--- config.mk ---
export PLATFORM = sky130hd
export DESIGN_NAME = io_bus_arbiter
export DESIGN_NICKNAME = d
export VERILOG_FILES = /design/src/rtl/io_bus_arbiter.sv
export SDC_FILE = /design/constraint.sdc
export NUM_CORES = 1
export LEC_CHECK = 0
export CAP_MARGIN = 20
export CORE_MARGIN = 8
export CORE_UTILIZATION = 45
export CTS_BUF_LIST = sky130_fd_sc_hd__clkbuf_16
export DETAILED_ROUTE_END_ITERATION = 10
export GPL_ROUTABILITY_DRIVEN = 1
export HOLD_SLACK_MARGIN = 0.12
export MAX_ROUTING_LAYER = met4
export PLACE_DENSITY = 0.75
export SYNTH_ARGS = -nofsm -noshare
export SYNTH_HDL_FRONTEND = slang
export SYNTH_SLANG_ARGS = --single-unit
--- constraint.sdc ---
create_clock -name clk -period 4.45 [get_ports clk]
set_input_delay 0.445 -clock clk [delete_from_list [all_inputs] [get_ports clk]]
set_output_delay 0.445 -clock clk [all_outputs]
set_load 0.05 [all_outputs]
--- src/rtl/io_bus_arbiter.sv ---
`default_nettype none
// ============================================================================
//  Module   : io_bus_arbiter
//  Purpose  : Round-robin arbiter for the shared IO bus. Issues a registered
//             one-hot grant to one of N_MASTER requesters, bounds how long an
//             owner may keep the bus while others wait, and inserts one dead
//             (turnaround) cycle between successive owners so inout data
//             drivers never overlap.
//  Ports    : clk    - system clock, rising edge
//             rst    - synchronous active-high reset
//             req    - per-master level request [N_MASTER]
//             gnt    - registered one-hot (or zero) grant [N_MASTER]
//             BG     - bus grant to the IO interfaces, equals |gnt
//             owner  - index of current/last granted master [ID_W]
//             busy   - high whenever the FSM is not idle
//  Revision : 1.0 - initial release
// ============================================================================
module io_bus_arbiter #(
    parameter int N_MASTER = 4,
    parameter int MAX_HOLD = 16,
    parameter int ID_W     = 2
) (
    input  logic                clk,
    input  logic                rst,
    input  logic [N_MASTER-1:0] req,
    output logic [N_MASTER-1:0] gnt,
    output logic                BG,
    output logic [ID_W-1:0]     owner,
    output logic                busy
);

    localparam int CNT_W = $clog2(MAX_HOLD + 1);
    localparam int IDX_W = ID_W + 1;

    typedef enum logic [1:0] {
        S_IDLE  = 2'd0,
        S_GRANT = 2'd1,
        S_TURN  = 2'd2
    } state_t;

    state_t              r_state,    w_state_nxt;
    logic [N_MASTER-1:0] r_gnt,      w_gnt_nxt;
    logic [ID_W-1:0]     r_owner,    w_owner_nxt;
    logic [ID_W-1:0]     r_rr_ptr,   w_rr_ptr_nxt;
    logic [CNT_W-1:0]    r_hold_cnt, w_hold_cnt_nxt;

    logic [ID_W-1:0]     w_win;
    logic                w_any;
    logic                w_others;
    logic                w_hold_sat;
    logic                w_release;
    logic [ID_W-1:0]     w_owner_inc;

    // Round-robin search starting at r_rr_ptr. The index is computed one bit
    // wider than ID_W so the wrap works for non-power-of-two N_MASTER.
    always_comb begin : p_arb
        logic [IDX_W-1:0] v_idx;
        v_idx = '0;
        w_win = '0;
        w_any = 1'b0;
        for (int i = 0; i < N_MASTER; i++) begin
            v_idx = {1'b0, r_rr_ptr} + IDX_W'(i);
            if (v_idx >= IDX_W'(N_MASTER)) begin
                v_idx = v_idx - IDX_W'(N_MASTER);
            end
            if (!w_any && req[v_idx[ID_W-1:0]]) begin
                w_any = 1'b1;
                w_win = v_idx[ID_W-1:0];
            end
        end
    end

    // While granted, r_gnt is exactly the owner's bit, so masking with it
    // leaves only the competing requests.
    assign w_others    = |(req & ~r_gnt);
    assign w_hold_sat  = (r_hold_cnt == CNT_W'(MAX_HOLD));
    assign w_release   = !req[r_owner] || (w_hold_sat && w_others);
    assign w_owner_inc = (r_owner == ID_W'(N_MASTER - 1)) ? '0 : r_owner + 1'b1;

    always_comb begin
        w_state_nxt    = r_state;
        w_gnt_nxt      = r_gnt;
        w_owner_nxt    = r_owner;
        w_rr_ptr_nxt   = r_rr_ptr;
        w_hold_cnt_nxt = r_hold_cnt;
        case (r_state)
            S_IDLE, S_TURN: begin
                if (w_any) begin
                    w_state_nxt    = S_GRANT;
                    w_gnt_nxt      = N_MASTER'(1) << w_win;
                    w_owner_nxt    = w_win;
                    w_hold_cnt_nxt = CNT_W'(1);
                end else begin
                    w_state_nxt = S_IDLE;
                    w_gnt_nxt   = '0;
                end
            end
            S_GRANT: begin
                if (w_release) begin
                    w_state_nxt  = S_TURN;
                    w_gnt_nxt    = '0;
                    w_rr_ptr_nxt = w_owner_inc;
                end else if (!w_hold_sat) begin
                    w_hold_cnt_nxt = r_hold_cnt + 1'b1;
                end
            end
            default: begin
                w_state_nxt = S_IDLE;
                w_gnt_nxt   = '0;
            end
        endcase
    end

    always_ff @(posedge clk) begin
        if (rst) begin
            r_state    <= S_IDLE;
            r_gnt      <= '0;
            r_owner    <= '0;
            r_rr_ptr   <= '0;
            r_hold_cnt <= '0;
        end else begin
            r_state    <= w_state_nxt;
            r_gnt      <= w_gnt_nxt;
            r_owner    <= w_owner_nxt;
            r_rr_ptr   <= w_rr_ptr_nxt;
            r_hold_cnt <= w_hold_cnt_nxt;
        end
    end

    assign gnt   = r_gnt;
    assign BG    = |r_gnt;
    assign owner = r_owner;
    assign busy  = (r_state != S_IDLE);

endmodule
`default_nettype wire

==> reports/metrics.json, run 1 <==
{
  "detailed_route_via_count": 742,
  "first_global_vias": 750,
  "cts.clk_slew.worst_paths_ns": 0.05,
  "drt_first_pass_iters": 4,
  "finalSetupTns_ns": 0,
  "groute.usage.overall": 0.1241,
  "p_sw_w": 0.0001263,
  "detailed_place.area_sq_mm": 0.001013,
  "unrepaired_setup_endpoints_after_global_routing": "no",
  "cts_tree": "done",
  "route.detailed.vias_per_inst": 5.537,
  "ys_async_sr_fraction": 0,
  "worst_setup_path_end_kind": "output pin",
  "whs_path_cells": 2,
  "finalWorstPathRequiredPeriod_ns": 2.305,
  "number_of_enable_type_register_cells_in_the_synthesized_netlist": 0,
  "number_of_cells_traversed_by_the_worst_register_to_register_path": 6,
  "ant_nets": 0,
  "worst_ir_drop_vdd_mv": 0.2625,
  "post_cts_resize_count": 0,
  "worstSetupPathType": "flip-flop to output pin",
  "die_area_sq_mm": 0.003576,
  "die_x_um": 59.80,
  "holdBufCountCts": 0,
  "cap_viol_max_count": 0,
  "postSynthAreaPerCell_sq_um": 9.283,
  "synth-seq-area-share": 0.3478,
  "synth.cell_area_sq_um": 863.3,
  "clock_latency_of_the_later_clocked_register_in_the_worst_skew_pair_ns": 0.25,
  "core-area_sq_mm": 0.001882,
  "cts_buffers": 3,
  "required_ns": 4.01,
  "pin_count": 14,
  "first_drt_iteration_drcs": 17,
  "worstMarginPinSlew_ns": 0.6467,
  "cts_h_tree_depth": 1,
  "ctsRootBufferMaster": "sky130_fd_sc_hd__clkbuf_16",
  "final_hold_viol_count": 0,
  "timing.hold.worst.class": "flip-flop to flip-flop",
  "run_status": "completed",
  "power.share.switching": 0.2938,
  "power.leakage_nw": 0.4209,
  "cts_buffer_depth": 2,
  "synthesized_instance_count": 93,
  "syn_nets": 102,
  "synth_warnings": 0,
  "worst_slew_margin_rel": 0.5680,
  "setup-violations-final": 0,
  "power.density_cell_area_mw_per_mm2": 393.6,
  "synth_cell_type_count": 42,
  "cp-start-kind": "flip-flop",
  "n_fill_cell": 195,
  "routabilityCongestion": 0.7641,
  "critical_path_arrival_ns": 1.86,
  "maxClockFrequency_mhz": 433.9,
  "cellInternalPower_w": 0.0003036,
  "grt_pass1_wl_um": 3249,
  "critical_path_peak_fanout": 4,
  "areaGrowthSynthToFinish_pct": 26.52,
  "start_util": 0.4588,
  "clock_skew_ns": 0.001724,
  "rows": 16,
  "wl_per_cell_um": 14.74,
  "postRouteWirelength_um": 1975,
  "maximum_number_of_pins_on_one_net_before_global_route_repair": 14,
  "antennaDiodeCount": 0,
  "seq_power_share": 0.357,
  "nets": 117,
  "post_cts_setup_buffer_count": 0,
  "globalRoute.totalOverflow": 0,
  "slew_viol_final": 0,
  "place.port_buffers": 13,
  "grt_antenna_before_repair": 0,
  "synth-seq-cells": 15,
  "pwr-share-comb": 0.237,
  "final_min_period_over_clock_period": 0.5179,
  "hpwlAfterDp_um": 1455,
  "clkPwrFrac": 0.406,
  "stdcell_area_sq_mm": 0.001092,
  "dominantRegCellSynth": "sky130_fd_sc_hd__dfxtp_1",
  "floorplan.die.height_um": 59.80,
  "cts.sink_count": 15,
  "post-route-drc-count": 0,
  "layout-drive-gt1-share": 0.09346
}
[flip-flops by register name, summed over array words and instances (netlist names)]
signal and flops:
r_rr_ptr 2, owner 2, r_state 2, r_hold_cnt 5
gnt 4
[cells in the mapped netlist (all sizes together), types with 2 or more instances]
| cell type | n | area (sq um) |
|---|---|---|
| inv | 4 | 15.01 |
| a21oi | 5 | 25.02 |
| or2 | 2 | 12.52 |
| nor3b | 2 | 20.02 |
| nand3 | 6 | 30.03 |
| o21ai | 2 | 10.00 |
| buf | 2 | 10.01 |
| nor2 | 6 | 22.52 |
| a32o | 4 | 40.04 |
| dfxtp | 15 | 300.3 |
| and3 | 2 | 12.51 |
| nand2 | 3 | 13.77 |
| ha | 3 | 37.54 |
| xor2 | 3 | 26.28 |
| nand2b | 6 | 37.54 |
| nand4 | 2 | 12.51 |
| nor2b | 5 | 31.28 |
[critical path, stage by stage (launching register included)]
cell and delay (ns):
sky130_fd_sc_hd__dfxtp_1 0.33, sky130_fd_sc_hd__or4_1 0.55, sky130_fd_sc_hd__clkdlybuf4s50_1 0.73
[kinds of logic (layout without fill, tap and decap cells)]
| kind of cell | count (synthesis) | after routing | share of synthesized area |
|---|---|---|---|
| XOR/XNOR | 3 | 3 | 0.03044 |
| AND/OR/NAND/NOR | 39 | 39 | 0.2667 |
| AO/OA/AOI/OAI | 23 | 23 | 0.2232 |
| buffers and inverters | 7 | 21 | 0.03332 |
| flip-flops | 15 | 15 | 0.3478 |
| adder cells (fa/ha/maj) | 3 | 3 | 0.04348 |
| multiplexers | 3 | 3 | 0.05507 |
[stage by stage]
stage	cells	total power [W]	setup slack [ns]	hold slack, ns	utilization
after floorplan	93	0.0002271	2.469	0.4730	-
after global placement	130	0.0002554	2.215	0.4910	0.5386
after detailed placement	130	0.0002573	2.194	0.4945	0.5386
after CTS	134	0.0004334	2.122	0.5042	0.5805
after global routing	134	0.0004476	2.105	0.5218	0.5805
final	134	0.0004299	2.145	0.4997	0.5805
[power by group through the flow]
stage / Sequential (W) / Clock [W] / Combinational (W)
final: 0.000153 / 0.000174 / 0.000102
after global routing: 0.000155 / 0.000183 / 0.000110
after CTS: 0.000153 / 0.000177 / 0.000103
after detailed placement: 0.000155 / 0 / 0.000102
after global placement: 0.000155 / 0 / 0.000100
after floorplan: 0.000167 / 0 / 0.0000603
[path summary, 6_finish.rpt]
path / from / end / slack, ns
setup / recovery: gnt[3] / BG / 2.15
hold / removal: owner[1] / owner[1] / 0.50
setup reg to reg: r_hold_cnt[0] / r_rr_ptr[0] / 2.66
hold reg to reg: owner[1] / owner[1] / 0.50
[area by class of cell]
class / count / area, sq um / area share
clock buffers: 3 / 75.07 / 0.06873
clock inverters: 1 / 3.754 / 0.003436
inverters: 4 / 15.01 / 0.01375
multi-input cells: 71 / 534.3 / 0.4891
flip-flops and latches: 15 / 300.3 / 0.2749
well taps: 27 / 33.78 / 0.03093
repair buffers: 13 / 130.1 / 0.1191
[cell usage in the layout (no fill, tap or decap), drive strengths merged, types with 2 or more instances in the layout]
cell type | Yosys | final
a21oi | 5 | 5
a32o | 4 | 4
and3 | 2 | 2
clkbuf | 1 | 3
clkdlybuf4s50 | 0 | 13
dfxtp | 15 | 15
ha | 3 | 3
inv | 4 | 5
nand2 | 3 | 3
nand2b | 6 | 6
nand3 | 6 | 6
nand4 | 2 | 2
nor2 | 6 | 6
nor2b | 5 | 5
nor3b | 2 | 2
o21ai | 2 | 2
or2 | 2 | 2
xor2 | 3 | 3
[layer usage]
metal  part of all wire  up-vias  wire, um  GRT usage
li1                   -      371         -          -
met1               0.43      351       853     0.1276
met2               0.51       15      1004     0.2092
met3              0.033        5        65    0.03871
met4              0.027        0        53    0.06122
met5                  0        -         0          -
Power figures use the tool's default switching activity.
==> run 2, diff against run 1 <==
clock period = 2.19 ns   (was 4.45 ns; I/O delays follow)
==> reports/metrics.json, run 2 (synthesis results as in run 1) <==
{
  "run_status": {"value": "completed", "change": "unchanged"},
  "detailed_route_via_count": {"value": 772, "change": "was 742"},
  "final_hold_viol_count": {"value": 0, "change": "unchanged"},
  "critical_path_arrival": {"value": 1.82, "unit": "ns", "change": "was 1.86 ns"},
  "critical_path_peak_fanout": {"value": 4, "change": "unchanged"},
  "cts_buffer_depth": {"value": 2, "change": "unchanged"},
  "cts_h_tree_depth": {"value": 1, "change": "unchanged"},
  "power.density_cell_area": {"value": 780.4, "unit": "mW/mm^2", "change": "was 393.6 mW/mm^2"},
  "nets": {"value": 122, "change": "was 117"},
  "most-common-layout-cells": {"value": "15 x sky130_fd_sc_hd__dfxtp_1, 13 x sky130_fd_sc_hd__clkdlybuf4s50_1, 6 x sky130_fd_sc_hd__nor2_1, 6 x sky130_fd_sc_hd__nand3_1, 6 x sky130_fd_sc_hd__nand2b_1", "change": "unchanged"},
  "worst_hold_slack": {"value": 0.5093, "unit": "ns", "change": "was 0.4997 ns"},
  "setup-violations-final": {"value": 0, "change": "unchanged"},
  "ctsRootBufferMaster": {"value": "sky130_fd_sc_hd__clkbuf_16", "change": "unchanged"},
  "post_cts_resize_count": {"value": 0, "change": "unchanged"},
  "crit_slowest_cell": {"value": "sky130_fd_sc_hd__clkdlybuf4s50_1", "change": "unchanged"},
  "worst_setup_path_end_kind": {"value": "output pin", "change": "unchanged"},
  "finalSetupTns": {"value": 0, "unit": "ns", "change": "unchanged"},
  "required": {"value": 1.97, "unit": "ns", "change": "was 4.01 ns"},
  "largest_register_ffs": {"value": 5, "change": "unchanged"},
  "slew_viol_final": {"value": 0, "change": "unchanged"},
  "first_global_vias": {"value": 773, "change": "was 750"},
  "n_fill_cell": {"value": 187, "change": "was 195"},
  "worstPathCellList": {"value": "or4_1 -> clkdlybuf4s50_1", "change": "unchanged"},
  "power.leakage": {"value": 0.4439, "unit": "nW", "change": "was 0.4209 nW"},
  "antennaDiodeCount": {"value": 0, "change": "unchanged"},
  "ant_nets": {"value": 0, "change": "unchanged"},
  "maximum_number_of_pins_on_one_net_before_global_route_repair": {"value": 14, "change": "unchanged"},
  "rows": {"value": 16, "change": "unchanged"},
  "timing.hold.worst.class": {"value": "flip-flop to flip-flop", "change": "unchanged"},
  "globalRoute.totalOverflow": {"value": 0, "change": "unchanged"},
  "holdBufCountCts": {"value": 0, "change": "unchanged"},
  "grt_pass1_wl": {"value": 3408, "unit": "um", "change": "was 3249 um"},
  "final_cells": {"value": 139, "change": "was 134"},
  "worst_path_dominant_cell_family": {"value": "buffers and inverters", "change": "unchanged"},
  "groute.usage.overall": {"value": 0.1275, "change": "was 0.1241"},
  "post-route-drc-count": {"value": 0, "change": "unchanged"},
  "clock_latency_of_the_later_clocked_register_in_the_worst_skew_pair": {"value": 0.24, "unit": "ns", "change": "was 0.25 ns"},
  "worstHoldStart": {"value": "gnt[0]", "change": "was owner[1]"},
  "setup_ws_post_layout": {"value": 0.1527, "unit": "ns", "change": "was 2.145 ns"},
  "regMostFlops": {"value": "r_hold_cnt", "change": "unchanged"},
  "cts_buffers": {"value": 3, "change": "unchanged"},
  "post_cts_setup_buffer_count": {"value": 0, "change": "unchanged"},
  "die_x": {"value": 59.80, "unit": "um", "change": "unchanged"},
  "cp_launch_point": {"value": "gnt[3]", "change": "unchanged"},
  "areaGrowthSynthToFinish": {"value": 31.01, "unit": "%", "change": "was 26.52%"},
  "dp_worst_setup_slack": {"value": 0.2303, "unit": "ns", "change": "was 2.194 ns"},
  "wl_per_cell": {"value": 14.57, "unit": "um", "change": "was 14.74 um"},
  "worstReg2RegStart": {"value": "r_hold_cnt[0]", "change": "unchanged"},
  "maxClockFrequency_mhz": 490.9,
  "final_common_cell": {"value": "sky130_fd_sc_hd__dfxtp_1", "change": "unchanged"},
  "cp-start-kind": {"value": "flip-flop", "change": "unchanged"},
  "placed_cells_incl_taps": {"value": 135, "change": "was 130"},
  "cap_viol_max_count": {"value": 0, "change": "unchanged"},
  "postRouteWirelength": {"value": 2025, "unit": "um", "change": "was 1975 um"},
  "drt_first_pass_iters": {"value": 4, "change": "unchanged"},
  "die_area": {"value": 0.003576, "unit": "sq mm", "change": "unchanged"},
  "cts.sink_count": {"value": 15, "change": "unchanged"},
  "critPathBufInv": {"value": 1, "change": "unchanged"},
  "cts_tree": {"value": "done", "change": "unchanged"},
  "routabilityCongestion": {"value": 0.8069, "change": "was 0.7641"},
  "first_drt_iteration_drcs": {"value": 22, "change": "was 17"},
  "clock_skew": {"value": 0.003614, "unit": "ns", "change": "was 0.001724 ns"},
  "final_min_period_over_clock_period": 0.9303,
  "worst_slew_margin_rel": {"value": 0.6585, "change": "was 0.5680"},
  "route.detailed.vias_per_inst": {"value": 5.554, "change": "was 5.537"},
  "cts.clk_slew.worst_paths": {"value": 0.05, "unit": "ns", "change": "about the same"},
  "worstMarginPinSlew": {"value": 0.5107, "unit": "ns", "change": "was 0.6467 ns"},
  "worst_ir_drop_vdd": {"value": 0.5503, "unit": "mV", "change": "was 0.2625 mV"},
  "pin_count": {"value": 14, "change": "unchanged"},
  "start_util": {"value": 0.4588, "change": "unchanged"},
  "finalWorstPathRequiredPeriod_ns": 2.037,
  "grt_antenna_before_repair": {"value": 0, "change": "unchanged"},
  "hpwlAfterDp": {"value": 1549, "unit": "um", "change": "was 1455 um"},
  "place.port_buffers": {"value": 13, "change": "unchanged"},
  "timing.critical_path.slowest_cell_delay": {"value": 0.71, "unit": "ns", "change": "was 0.73 ns"},
  "layout-drive-gt1-share": {"value": 0.1429, "change": "was 0.09346"},
  "floorplan.die.height": {"value": 59.80, "unit": "um", "change": "unchanged"},
  "worstSetupPathType": {"value": "flip-flop to output pin", "change": "unchanged"},
  "unrepaired_setup_endpoints_after_global_routing": {"value": "no", "change": "unchanged"},
  "core-area": {"value": 0.001882, "unit": "sq mm", "change": "unchanged"}
}
==> run 2: worst register-to-register path, stage by stage, from the launching register on <==
cell and delay (ns):
sky130_fd_sc_hd__dfxtp_1 0.35, sky130_fd_sc_hd__inv_1 0.07, sky130_fd_sc_hd__ha_1 0.14, sky130_fd_sc_hd__nand4bb_1 0.25, sky130_fd_sc_hd__a41o_1 0.36, sky130_fd_sc_hd__a21boi_4 0.20, sky130_fd_sc_hd__mux2_4 0.31
==> run 2: worst paths after layout <==
kind / slack (ns) / depth (start not counted) / endpoint
max: 0.15 / 2 / BG
min: 0.51 / 1 / gnt[0]
max reg2reg: 0.38 / 6 / r_rr_ptr[0]
min reg2reg: 0.51 / 1 / gnt[0]
==> run 2: power breakdown <==
part	internal, W	total, W	switching [W]	leakage (nW)
clock	0.000244	0.000354	0.000110	0.0409
combinational	0.0000923	0.000218	0.000125	0.280
sequential	0.000291	0.000311	0.0000200	0.123
==> run 2: stage by stage <==
| stage | utilization | cell area, sq um | total power, W |
|---|---|---|---|
| 3_5_place_dp | 0.5585 | 1051 | 0.0005340 |
| 3_3_place_gp | 0.5585 | 1051 | 0.0005297 |
| 2_1_floorplan | - | 863.3 | 0.0004615 |
| 5_1_grt | 0.6011 | 1131 | 0.0009253 |
| 4_1_cts | 0.6011 | 1131 | 0.0008882 |
| 6_report | 0.6011 | 1131 | 0.0008827 |
==> run 2: cell type report <==
class                      count  area, sq um  share of cell area
inverter                       4        15.01             0.01327
multi-input combinational     71        534.3              0.4723
timing repair buffer          18        167.7              0.1482
clock inverter                 1        5.005            0.004425
clock buffer                   3        75.07             0.06637
tap                           27        33.78             0.02987
sequential                    15        300.3              0.2655
==> run 2: metal layers <==
metal / up-vias / share of wire / track usage
li1: 383 / - / -
met1: 368 / 0.43 / 0.1381
met2: 15 / 0.51 / 0.2092
met3: 6 / 0.032 / 0.03011
met4: 0 / 0.025 / 0.07143
met5: - / 0 / -
